File: src/rtl/cpu_fetch_seq.sv
// Fetch/decode sequencer: pulls opcode + little-endian immediate over a req/ready bus and holds the instruction until execute completes.
// Optional single-step support (PAUSE state, step_mode/step ports) under CPU_FETCH_SEQ_STEP_EN.
module cpu_fetch_seq #(
  parameter int                DATA_W    = 8,
  parameter int                ADDR_W    = 16,
  parameter int                IMM_BYTES = 2,
  parameter logic [ADDR_W-1:0] RESET_PC  = '0,
  parameter int                TIMEOUT   = 15
) (
  input  logic                        clk,
  input  logic                        reset_cycle,
  output logic                        bus_req,
  output logic [ADDR_W-1:0]           bus_addr,
  input  logic                        bus_ready,
  input  logic [DATA_W-1:0]           bus_rdata,
  output logic [DATA_W-1:0]           ir,
  output logic [IMM_BYTES*DATA_W-1:0] imm,
  output logic                        instr_valid,
  input  logic                        exec_done,
  input  logic                        jump_req,
  input  logic [ADDR_W-1:0]           jump_target,
`ifdef CPU_FETCH_SEQ_STEP_EN
  input  logic                        step_mode,
  input  logic                        step,
`endif
  output logic [ADDR_W-1:0]           pc,
  output logic                        halted,
  output logic                        bus_err
);

  typedef enum logic [2:0] {
    S_START,
    S_FETCH,
    S_DECODE,
    S_ISSUE,
`ifdef CPU_FETCH_SEQ_STEP_EN
    S_PAUSE,
`endif
    S_HALT,
    S_FAULT
  } state_t;

  localparam int              WC_W    = (TIMEOUT > 1) ? $clog2(TIMEOUT + 1) : 1;
  localparam logic [WC_W-1:0] WC_LAST = WC_W'(TIMEOUT - 1);
  localparam logic [2:0]      N_ADDR  = 3'(IMM_BYTES);

  localparam logic [DATA_W-1:0] OP_CALL   = DATA_W'(8'h01);
  localparam logic [DATA_W-1:0] OP_HLT    = DATA_W'(8'h05);
  localparam logic [DATA_W-1:0] OP_LDI_LO = DATA_W'(8'h10);
  localparam logic [DATA_W-1:0] OP_LDI_HI = DATA_W'(8'h17);
  localparam logic [DATA_W-1:0] OP_JMP_LO = DATA_W'(8'h18);
  localparam logic [DATA_W-1:0] OP_JMP_HI = DATA_W'(8'h1F);

  state_t          state, state_nxt;
  logic [2:0]      imm_left;
  logic [2:0]      n_imm;
  logic [2:0]      dec_n;
  logic [2:0]      imm_idx;
  logic [WC_W-1:0] wait_cnt;

  function automatic logic [2:0] imm_count(input logic [DATA_W-1:0] op);
    logic [2:0] n;
    n = 3'd0;
    if (op >= OP_LDI_LO && op <= OP_LDI_HI) begin
      n = 3'd1;
    end else if ((op >= OP_JMP_LO && op <= OP_JMP_HI) || op == OP_CALL) begin
      n = N_ADDR;
    end
    return n;
  endfunction

  assign dec_n   = imm_count(ir);
  // Byte slot for the next immediate beat: first beat lands in the lowest byte.
  assign imm_idx = n_imm - imm_left;

  assign bus_req     = (state == S_FETCH);
  assign bus_addr    = pc;
  assign instr_valid = (state == S_ISSUE);
  assign halted      = (state == S_HALT);
  assign bus_err     = (state == S_FAULT);

  always_ff @(posedge clk or posedge reset_cycle) begin
    if (reset_cycle) begin
      state <= S_START;
    end else begin
      state <= state_nxt;
    end
  end

  always_comb begin
    state_nxt = state;
    case (state)
      S_START:  state_nxt = S_FETCH;
      S_FETCH: begin
        if (bus_ready) begin
          if (imm_left == 3'd0)      state_nxt = S_DECODE;
          else if (imm_left == 3'd1) state_nxt = S_ISSUE;
        end else if (TIMEOUT != 0 && wait_cnt == WC_LAST) begin
          state_nxt = S_FAULT;
        end
      end
      S_DECODE: begin
        if (ir == OP_HLT)        state_nxt = S_HALT;
        else if (dec_n != 3'd0)  state_nxt = S_FETCH;
        else                     state_nxt = S_ISSUE;
      end
      S_ISSUE: begin
        if (exec_done) begin
`ifdef CPU_FETCH_SEQ_STEP_EN
          state_nxt = step_mode ? S_PAUSE : S_FETCH;
`else
          state_nxt = S_FETCH;
`endif
        end
      end
`ifdef CPU_FETCH_SEQ_STEP_EN
      S_PAUSE:  if (step) state_nxt = S_FETCH;
`endif
      S_HALT:   state_nxt = S_HALT;
      S_FAULT:  state_nxt = S_FAULT;
      default:  state_nxt = S_START;
    endcase
  end

  always_ff @(posedge clk or posedge reset_cycle) begin
    if (reset_cycle) begin
      pc       <= RESET_PC;
      ir       <= '0;
      imm      <= '0;
      imm_left <= 3'd0;
      n_imm    <= 3'd0;
      wait_cnt <= '0;
    end else begin
      case (state)
        S_FETCH: begin
          if (bus_ready) begin
            pc       <= pc + ADDR_W'(1);
            wait_cnt <= '0;
            if (imm_left == 3'd0) begin
              ir  <= bus_rdata;
              imm <= '0;
            end else begin
              for (int b = 0; b < IMM_BYTES; b++) begin
                if (imm_idx == 3'(b)) imm[b*DATA_W +: DATA_W] <= bus_rdata;
              end
              imm_left <= imm_left - 3'd1;
            end
          end else if (TIMEOUT != 0) begin
            wait_cnt <= wait_cnt + WC_W'(1);
          end
        end
        S_DECODE: begin
          n_imm    <= dec_n;
          imm_left <= dec_n;
        end
        S_ISSUE: begin
          if (exec_done && jump_req) pc <= jump_target;
        end
        default: ;
      endcase
    end
  end

endmodule

File: config.mk
export PLATFORM = sky130hd
export DESIGN_NAME = cpu_fetch_seq
export DESIGN_NICKNAME = d
export VERILOG_FILES = /design/src/rtl/cpu_fetch_seq.sv
export SDC_FILE = /design/constraint.sdc
export NUM_CORES = 1
export LEC_CHECK = 0
export BUFFER_PORTS_ARGS = -buffer_cell sky130_fd_sc_hd__clkbuf_2
export CAP_MARGIN = 20
export CORE_MARGIN = 2
export CORE_UTILIZATION = 35
export CTS_BUF_LIST = sky130_fd_sc_hd__clkbuf_4 sky130_fd_sc_hd__clkbuf_8
export CTS_CLUSTER_DIAMETER = 80
export DETAILED_ROUTE_END_ITERATION = 6
export PLACE_DENSITY = 0.55
export SLEW_MARGIN = 10
export SYNTH_ARGS = -nofsm -noshare
export SYNTH_HDL_FRONTEND = slang
export SYNTH_SLANG_ARGS = --single-unit
File: constraint.sdc
create_clock -name clk -period 3.8 [get_ports clk]
set_input_delay 0.19 -clock clk [delete_from_list [all_inputs] [get_ports clk]]
set_output_delay 0.19 -clock clk [all_outputs]
set_load 0.01 [all_outputs]
Yosys cells after proc, flatten, opt, wreduce, memory -nomap -nowiden
Cells that the tools add are included.

cells by class
  eq/ne operators = 16
  $lt $le $gt $ge = 4
  add/subtract/negate cells = 4
  reduce and logical (&&, ||, !) cells = 18
  mux-type cells = 20

operators by type and width
  kind                   count
  $mux 16                3
  $pmux 16 s2            1
  $mux 3                 9
  $pmux 3 s6             1
  $reduce_and 3->1       6
  $add 16x1->16 const B  1
  $ge 8x5->1 const B     2
  $le 8x5->1 const B     2
  $mux 8                 2
  $eq 3x1->1 const B     3
  $logic_not 3->1        3
  $eq 8x1->1 const B     1
  $eq 8x3->1 const B     1
  $reduce_bool 2->1      4
  $eq 3x2->1 const B     2
  $eq 3x3->1 const B     2
  $ne 2x1->1 const B     3
  $pmux 3 s2             1
  $add 4x1->4 const B    1
  $eq 4x4->1 const B     1
  $mux 2                 2
  $mux 4                 1
  $ne 4x2->1 const B     1
  $logic_and 1x1->1      3
  other kinds (6)        6

storage, ports and cells
  logic and storage cells = 70
  bits of input ports = 29
  output and inout bits = 60
  register bits after elaboration = 53

Longest topological paths before layout
Gate-level depths: netlist of run 1.

  word-level depth = 9
  depth in mapped cells = 7
  mapped depth without buffers = 7

Least setup slack after synthesis of run 1
Ideal clock, no wire load.

  path kind = reg2reg
  start point = register imm_left[0]
  end point = register imm[10]
  required time = 3.679 ns
  slack = 1.557 ns
  arrival time = 2.122 ns
  clock period less this slack = 2.243 ns
  stages on the path, launching flop included = 7
  setup time = 0.121 ns
  buffers on the path = 0
  cell sequence = dfrtp_1 > ha_1 > fa_1 > or3b_2 > a21oi_1 > o21ai_1 > a22o_1

on the way
  cells in the longest elaborated chain, start to end = 4
  elaborated cells on any way between the ends = 6
  those cells by class = add/sub: 1; eq/ne: 1; mux: 1; reduce/logical: 3

RTL lines
  what                            line  RTL
  start: declaration              55    logic [2:0] imm_left;
  start signal: assignment        146   imm_left <= imm_left - 3'd1;
  start signal: assignment        154   imm_left <= dec_n;
  $sub 3x3->3                     74    assign imm_idx = n_imm - imm_left;
  $eq 3x1->1                      144   if (imm_idx == 3'(b)) imm[b*DATA_W +: DATA_W] <= bus_rdata;
  $reduce_bool 2->1 (no line)     n/a
  $reduce_and 3->1 (no line)      n/a
  end signal: indexed assignment  144
  end: declaration                17    output logic [IMM_BYTES*DATA_W-1:0] imm,

Several ways; a longest one is shown, not always the timed one.
A chain may end at the register's enable or synchronous reset.

Final worst setup path of run 1
  start point = register imm_left[0]
  end point = register imm[15]

Same word-level chain as after synthesis.

==> impl_results.md, run 1 <==
- CP max stage delay: ~540 ps
- Worst Clk Skew: slightly above 7 ps
- DIE HEIGHT: around 96 um
- Syn avg cell area: between 10 and 15 um^2
- Complex-gate fraction of the synthesized area: 18.7%
- CP max stage cell: fa_1
- Crit. End Element: register
- CP Cell Sequence: ha_1 > fa_1 > or3b_2 > a21oi_1 > o21ai_1 > a22o_1
- Final setup viols: 0
- TritonRoute pass-1 iters: 4
- Post CTS Setup Buffer Count: 0
- CTS root buffer: clkbuf_8
- Number of global-route vias before repair: between 2k and 2.5k
- CP Max Fanout: 8
- Cts hold-fix bufs: 0
- Buffer and inverter count on the worst path: 0
- CTS tree: done
- Multiplexer share of the synthesized area: 4.52%
- First-pass GRT wire length: ~11000 um
- Max-Cap Viols: 0
- Port bufs: 88
- Final Core Density: between 40% and 50%
- Initial Util: a little over a third
- Fin crit share: between 60% and 70%
- Final Critical Period: between 2000 and 2500 ps
- Final Slew Violations: 0
- CTS-repair resized insts: 0
- Avg Vias per Cell: approximately 5.2
- Yosys top cell by area: dfrtp_1
- Most common flop cell mapped by yosys: dfrtp_1
- Core area: about 0.0082 mm^2
- Fmax: 0.411 GHz
- Mapped Cells: about 280
- Crit start category: register
- Antenna-violating nets left: 0
- Crit path DAT: about 2600 ps
- Post-synthesis adder-cell area fraction: 3.67%
- Pwr dens: just under 800 mW/mm^2
- Fill count: ~850
- Leak pwr: approximately 1.6 nW
- Largest family of logic cells by synthesized area: simple AND/OR/NAND/NOR gates
- Diode count: 0
- Simple-gate area share of the yosys netlist: between 10% and 20%
- Mapped Area: between 0.002 and 0.003 mm^2
- Nets: between 300 and 400
- Normalized max-slew margin: ~55%
- # DRC: 0
- Unrepaired setup endpoints after global routing: no
- Ports: 89
- Syn Nets: 320
- Total GRT Usage: 15.7%
- Area grow syn2layout: 15.8%
- Setup TNS: 0 ps
- Routability cong.: around 0.8
- Setup Crit Path Kind: register to register
- Num CTS Buffers: 5
- Post-Route WL: 6980 um
- Netlist cell types: 55
- Xor and xnor fraction of the mapped netlist area: 0.598%
- Initial antenna violation count: 0
- Largest net degree at the start of global routing: 53
- Top cell type's share of synthesized area: about 44%
- Fraction of layout cells with a size suffix above 1: about a third
- Synthesis Warnings: 0
- Clock-pin slew on the worst setup and hold paths: 100 ps
- Number of DRC markers in iteration 0: 88
- Hold/Removal Path Class: input pin to async pin
- Fin. Hold Viols: 0
- Worst IR Drop VDD: between 0.3 and 0.4 mV
- Clock Path Buffers: 2
- Seq/Total Area, Yosys: between 40% and 50%
- Cell family with most CP delay: adder cells
- Cell Rows: 33
- Width of the die: ~96 um
- GRT overflow: 0
- Via Count: roughly 2.4k
- Outcome: finished, final reports clean
- Skew-Pair Late Insertion Delay: between 300 and 400 ps
- Worst path required time: around 4000 ps
- Number of synthesized flops with an enable pin: 0
- Clock sink count: 52
- Largest cells by area after synthesis: dfrtp_1 (44%), a22o_1 (4.8%), buf_4 (4.6%)
- Post-synthesis async set-or-reset flop share: 100%
- Worst slew pin tran: between 600 and 700 ps
- H-tree Lvls: 2
- Final HPWL DP: just over 5000 um
- #FFs+latches synth: 52
- Die footprint: 0.00912 mm^2
- DR WL/cell: roughly 15 um
[layer usage]
layer	vias to the layer above	part of all wire [%]	GRT usage, %
li1	1162	-	-
met1	1146	48	21.5
met2	70	45	24.8
met3	10	5.9	3.48
met4	0	1.3	4.64
met5	-	0	0
[flip-flops by register name, indices dropped and copies added (netlist names)]
name / count
state: 3
ir: 8
n_imm: 2
wait_cnt: 4
imm_left: 3
imm: 16
bus_addr: 16
[cell type report]
type	count	area, um^2	area share (%)
Timing Repair Buffer	91	463	13.6
Clock inverter	1	7.51	0.221
Sequential cell	52	1300	38.3
Multi-Input combinational cell	192	1370	40.2
Tap cell	105	131	3.87
Clock buffer	7	90.1	2.65
Inverter	10	37.5	1.11
[stage by stage]
stage | setup slack [ps] | hold slack (ps) | cell area (um^2) | power, mW | cells
after global placement | 1420 | 402 | 3300 | 2.33 | 450
after global routing | 1210 | 105 | 3400 | 2.91 | 458
after CTS | 1380 | 57.9 | 3400 | 2.71 | 458
final | 1370 | 28.6 | 3400 | 2.67 | 458
after detailed placement | 1390 | 413 | 3300 | 2.35 | 450
after floorplan | 1560 | 322 | 2930 | 2.01 | 283
[cells in the mapped netlist, drive strengths merged (6+ instances only)]
| cell | count |
|---|---|
| dfrtp | 52 |
| ha | 7 |
| a21oi | 22 |
| inv | 10 |
| nand4 | 8 |
| mux2 | 10 |
| nand2 | 19 |
| nor2 | 18 |
| buf | 24 |
| o21ai | 18 |
| nand3 | 10 |
| a22o | 16 |
| o22ai | 6 |
[where the power goes]
part           internal, mW  switching (mW)  total, mW
sequential            0.780           0.272       1.05
combinational         0.565           0.708       1.27
clock                 0.156           0.189      0.345
total                  1.50            1.17       2.67
[cell usage in the layout, fill, tap and decap left out, drive strengths merged, types with 4 or more instances in the layout]
| master | synthesis | layout |
|---|---|---|
| clkbuf | 5 | 95 |
| dfrtp | 52 | 52 |
| a21oi | 22 | 22 |
| nand2 | 19 | 19 |
| o21ai | 18 | 18 |
| nor2 | 18 | 18 |
| a22o | 16 | 16 |
| nand3 | 10 | 10 |
| inv | 10 | 10 |
| mux2 | 10 | 10 |
| nand4 | 8 | 8 |
| ha | 7 | 7 |
| o22ai | 6 | 6 |
| nand2b | 5 | 5 |
| nor3b | 5 | 5 |
| or3 | 4 | 4 |
| a2bb2oi | 4 | 4 |
| a211oi | 4 | 4 |
| and3 | 4 | 4 |
[logic make-up (layout without fill, tap and decap cells)]
family / after synthesis / in the layout
simple gates: 88 / 88
compound gates: 82 / 82
flops: 52 / 52
buf+inv: 39 / 109
mux: 12 / 12
fa+ha+maj: 8 / 8
xor+xnor: 2 / 2
[worst paths after layout]
| kind | slack (ps) | cells after the start | start | to |
|---|---|---|---|---|
| worst max register to register | 1370 | 6 | imm_left[0]$_DFFE_PP0P_ | imm[15]$_DFFE_PP0P_ |
| worst min-delay path | 30 | 3 | reset_cycle | ir[7]$_DFFE_PP0P_ |
| max in group asynchronous | 3320 | 3 | reset_cycle | bus_addr[13]$_DFFE_PP0P_ |
| min in group clk | 120 | 3 | jump_target[1] | bus_addr[1]$_DFFE_PP0P_ |
| worst min register to register | 510 | 1 | imm[2]$_DFFE_PP0P_ | imm[2]$_DFFE_PP0P_ |
| worst max-delay path | 1370 | 6 | imm_left[0]$_DFFE_PP0P_ | imm[15]$_DFFE_PP0P_ |
[worst reg2reg max path, stage by stage (launching register included)]
cell	delay [ps]
dfrtp_1	430
ha_1	220
fa_1	540
or3b_2	450
a21oi_1	150
o21ai_1	230
a22o_1	300
Note: power is estimated with default switching activity, not from simulation.
==> run 2, diff against run 1 <==
Clock period 3.8 ns to 2.4 ns, I/O delays scaled along.
==> impl_results.md, run 2 (synthesis gave the netlist of run 1 again) <==
- Worst path required time: 2600 ps (-1400 ps)
- Largest net degree at the start of global routing: 34 (-36%)
- Ports: 89 (unchanged)
- Worst IR Drop VDD: 0.600 mV (+62%)
- Port bufs: 88 (unchanged)
- Width of the die: 95.5 um (unchanged)
- Max-Cap Viols: 0 (unchanged)
- H-tree Lvls: 2 (unchanged)
- First-pass GRT wire length: 11400 um (+1.7%)
- Cell Rows: 33 (unchanged)
- Area grow syn2layout: 19.3%
- Number of global-route vias before repair: 2274 (+1.1%)
- Most frequent cells in the layout: clkbuf_2 (88), dfrtp_1 (52), a21oi_1 (22)
- Multi-input gate area: 0.00137 mm^2 (+0.27%)
- Post CTS Setup Buffer Count: 0 (unchanged)
- Routability cong.: 0.842 (+6.3%)
- PnR Total Power: 4.47 mW (+67%)
- Total GRT Usage: 15.7% (+0.074 points)
- Initial antenna violation count: 0 (unchanged)
- Worst slew pin tran: 702 ps (+31.8 ps)
- Worst Clk Skew: 11.5 ps (+4.25 ps)
- Via Count: 2427 (+1.6%)
- Crit. End Element: register
- Avg Vias per Cell: 5.20 (-0.33%)
- Crit start category: register
- DR WL/cell: 15.4 um (+1.3%)
- Clock Path Buffers: 2 (unchanged)
- Clock-pin slew on the worst setup and hold paths: 100 ps (about the same)
- Fin crit share: 94.8% (+31 points)
- Fraction of layout cells with a size suffix above 1: 36.7% (+1.6 points)
- Outcome: finished, final reports clean
- Normalized max-slew margin: 52.9% (-2.4 points)
- Die footprint: 0.00912 mm^2 (unchanged)
- Post-Route WL: 7200 um (+3.3%)
- Leak pwr: 1.68 nW (+3.7%)
- # DRC: 0 (unchanged)
- Antenna-violating nets left: 0 (unchanged)
- Final Critical Period: 2270 ps (-160 ps)
- Fill count: 862 (+1.9%)
- CP Max Fanout: 8 (unchanged)
- Worst Reg-to-Reg Cells: 6 (unchanged)
- Fmax: 0.440 GHz (+7.0%)
- Core area: 0.00818 mm^2 (unchanged)
- Final HPWL DP: 5250 um (+4.2%)
- Unrepaired setup endpoints after global routing: no
- CTS root buffer: clkbuf_8
- Leading cell type in the layout, fill and taps excluded: clkbuf_2
- FF+latch area: 0.00130 mm^2 (unchanged)
- Initial Util: 35.9% (unchanged)
- Crit path DAT: 2470 ps (-170 ps)
- Diode count: 0 (unchanged)
- Skew-Pair Late Insertion Delay: 310 ps (about the same)
- Fin. Hold Viols: 0 (unchanged)
- Clock sink count: 52 (unchanged)
- CTS tree: done
- TritonRoute pass-1 iters: 4 (unchanged)
- Number of DRC markers in iteration 0: 90 (+2.3%)
- Nets: 398 (+2.3%)
- Setup Crit Path Kind: register to register
- Hold/Removal Path Class: input pin to register
- Setup TNS: 0 ps (unchanged)
- Final Slew Violations: 0 (unchanged)
- R2r setup slk: 130 ps (-1240 ps)
- Final setup viols: 0 (unchanged)
- GRT overflow: 0 (unchanged)
- DIE HEIGHT: 95.5 um (unchanged)
- WHS Path Cells: 3
- Pwr dens: 1280 mW/mm^2 (+63%)
- Num CTS Buffers: 5 (unchanged)
==> run 2: worst paths after layout <==
check,startpoint,endpoint
worst max register to register,imm_left[0]$_DFFE_PP0P_,imm[15]$_DFFE_PP0P_
min in group asynchronous,reset_cycle,imm[7]$_DFFE_PP0P_
worst min register to register,imm[13]$_DFFE_PP0P_,imm[13]$_DFFE_PP0P_
worst max-delay path,imm_left[0]$_DFFE_PP0P_,imm[15]$_DFFE_PP0P_
max in group asynchronous,reset_cycle,bus_addr[13]$_DFFE_PP0P_
worst min-delay path,jump_target[1],bus_addr[1]$_DFFE_PP0P_
==> run 2: timing repair <==
action / 4_1_cts / 5_1_grt
hold buffers: 1 / 0
endpoints found under the setup margin: 0 / 8
hold endpoints to repair: 31 / 0
resized for setup: 0 / 1
==> run 2: worst max-delay path, stage by stage (launching register included) <==
cell	delay [ps]
dfrtp_1	390
ha_1	210
fa_1	500
or3b_2	450
a21oi_1	200
o21ai_2	160
a22o_1	260
==> run 2: routing by layer <==
| layer | vias to the layer above | GRT usage, % | part of all wire (%) | wire [um] |
|---|---|---|---|---|
| met4 | 0 | 2.86 | 0.60 | 43 |
| met5 | - | 0 | 0 | 0 |
| met1 | 1173 | 22.6 | 49 | 3530 |
| met2 | 71 | 25.0 | 45 | 3250 |
| li1 | 1178 | - | - | - |
| met3 | 5 | 3.00 | 5.3 | 381 |
==> run 2: power breakdown <==
part	switching [mW]	total, mW	internal (mW)
registers	0.429	1.66	1.24
logic	1.16	2.14	0.979
clock network	0.295	0.663	0.368
total	1.89	4.47	2.58
==> run 2: area by class of cell <==
class / instances / share of cell area [%]
clock buffers: 7 / 2.75
inverters: 10 / 1.07
flip-flops and latches: 52 / 37.2
repair buffers: 100 / 15.2
well taps: 105 / 3.76
multi-input cells: 192 / 39.1
clock inverters: 1 / 0.858
==> run 2: stage by stage <==
step	instance area [um^2]	std cells	util, %	setup WS (ps)	hold WS [ps]
3_3_place_gp	3360	458	41.1	121	250
5_1_grt	3500	467	42.8	14.9	55.2
4_1_cts	3490	467	42.7	63.6	54.7
3_5_place_dp	3360	458	41.1	87.4	264
6_report	3500	467	42.8	126	47.6
2_1_floorplan	2930	283	-	157	252
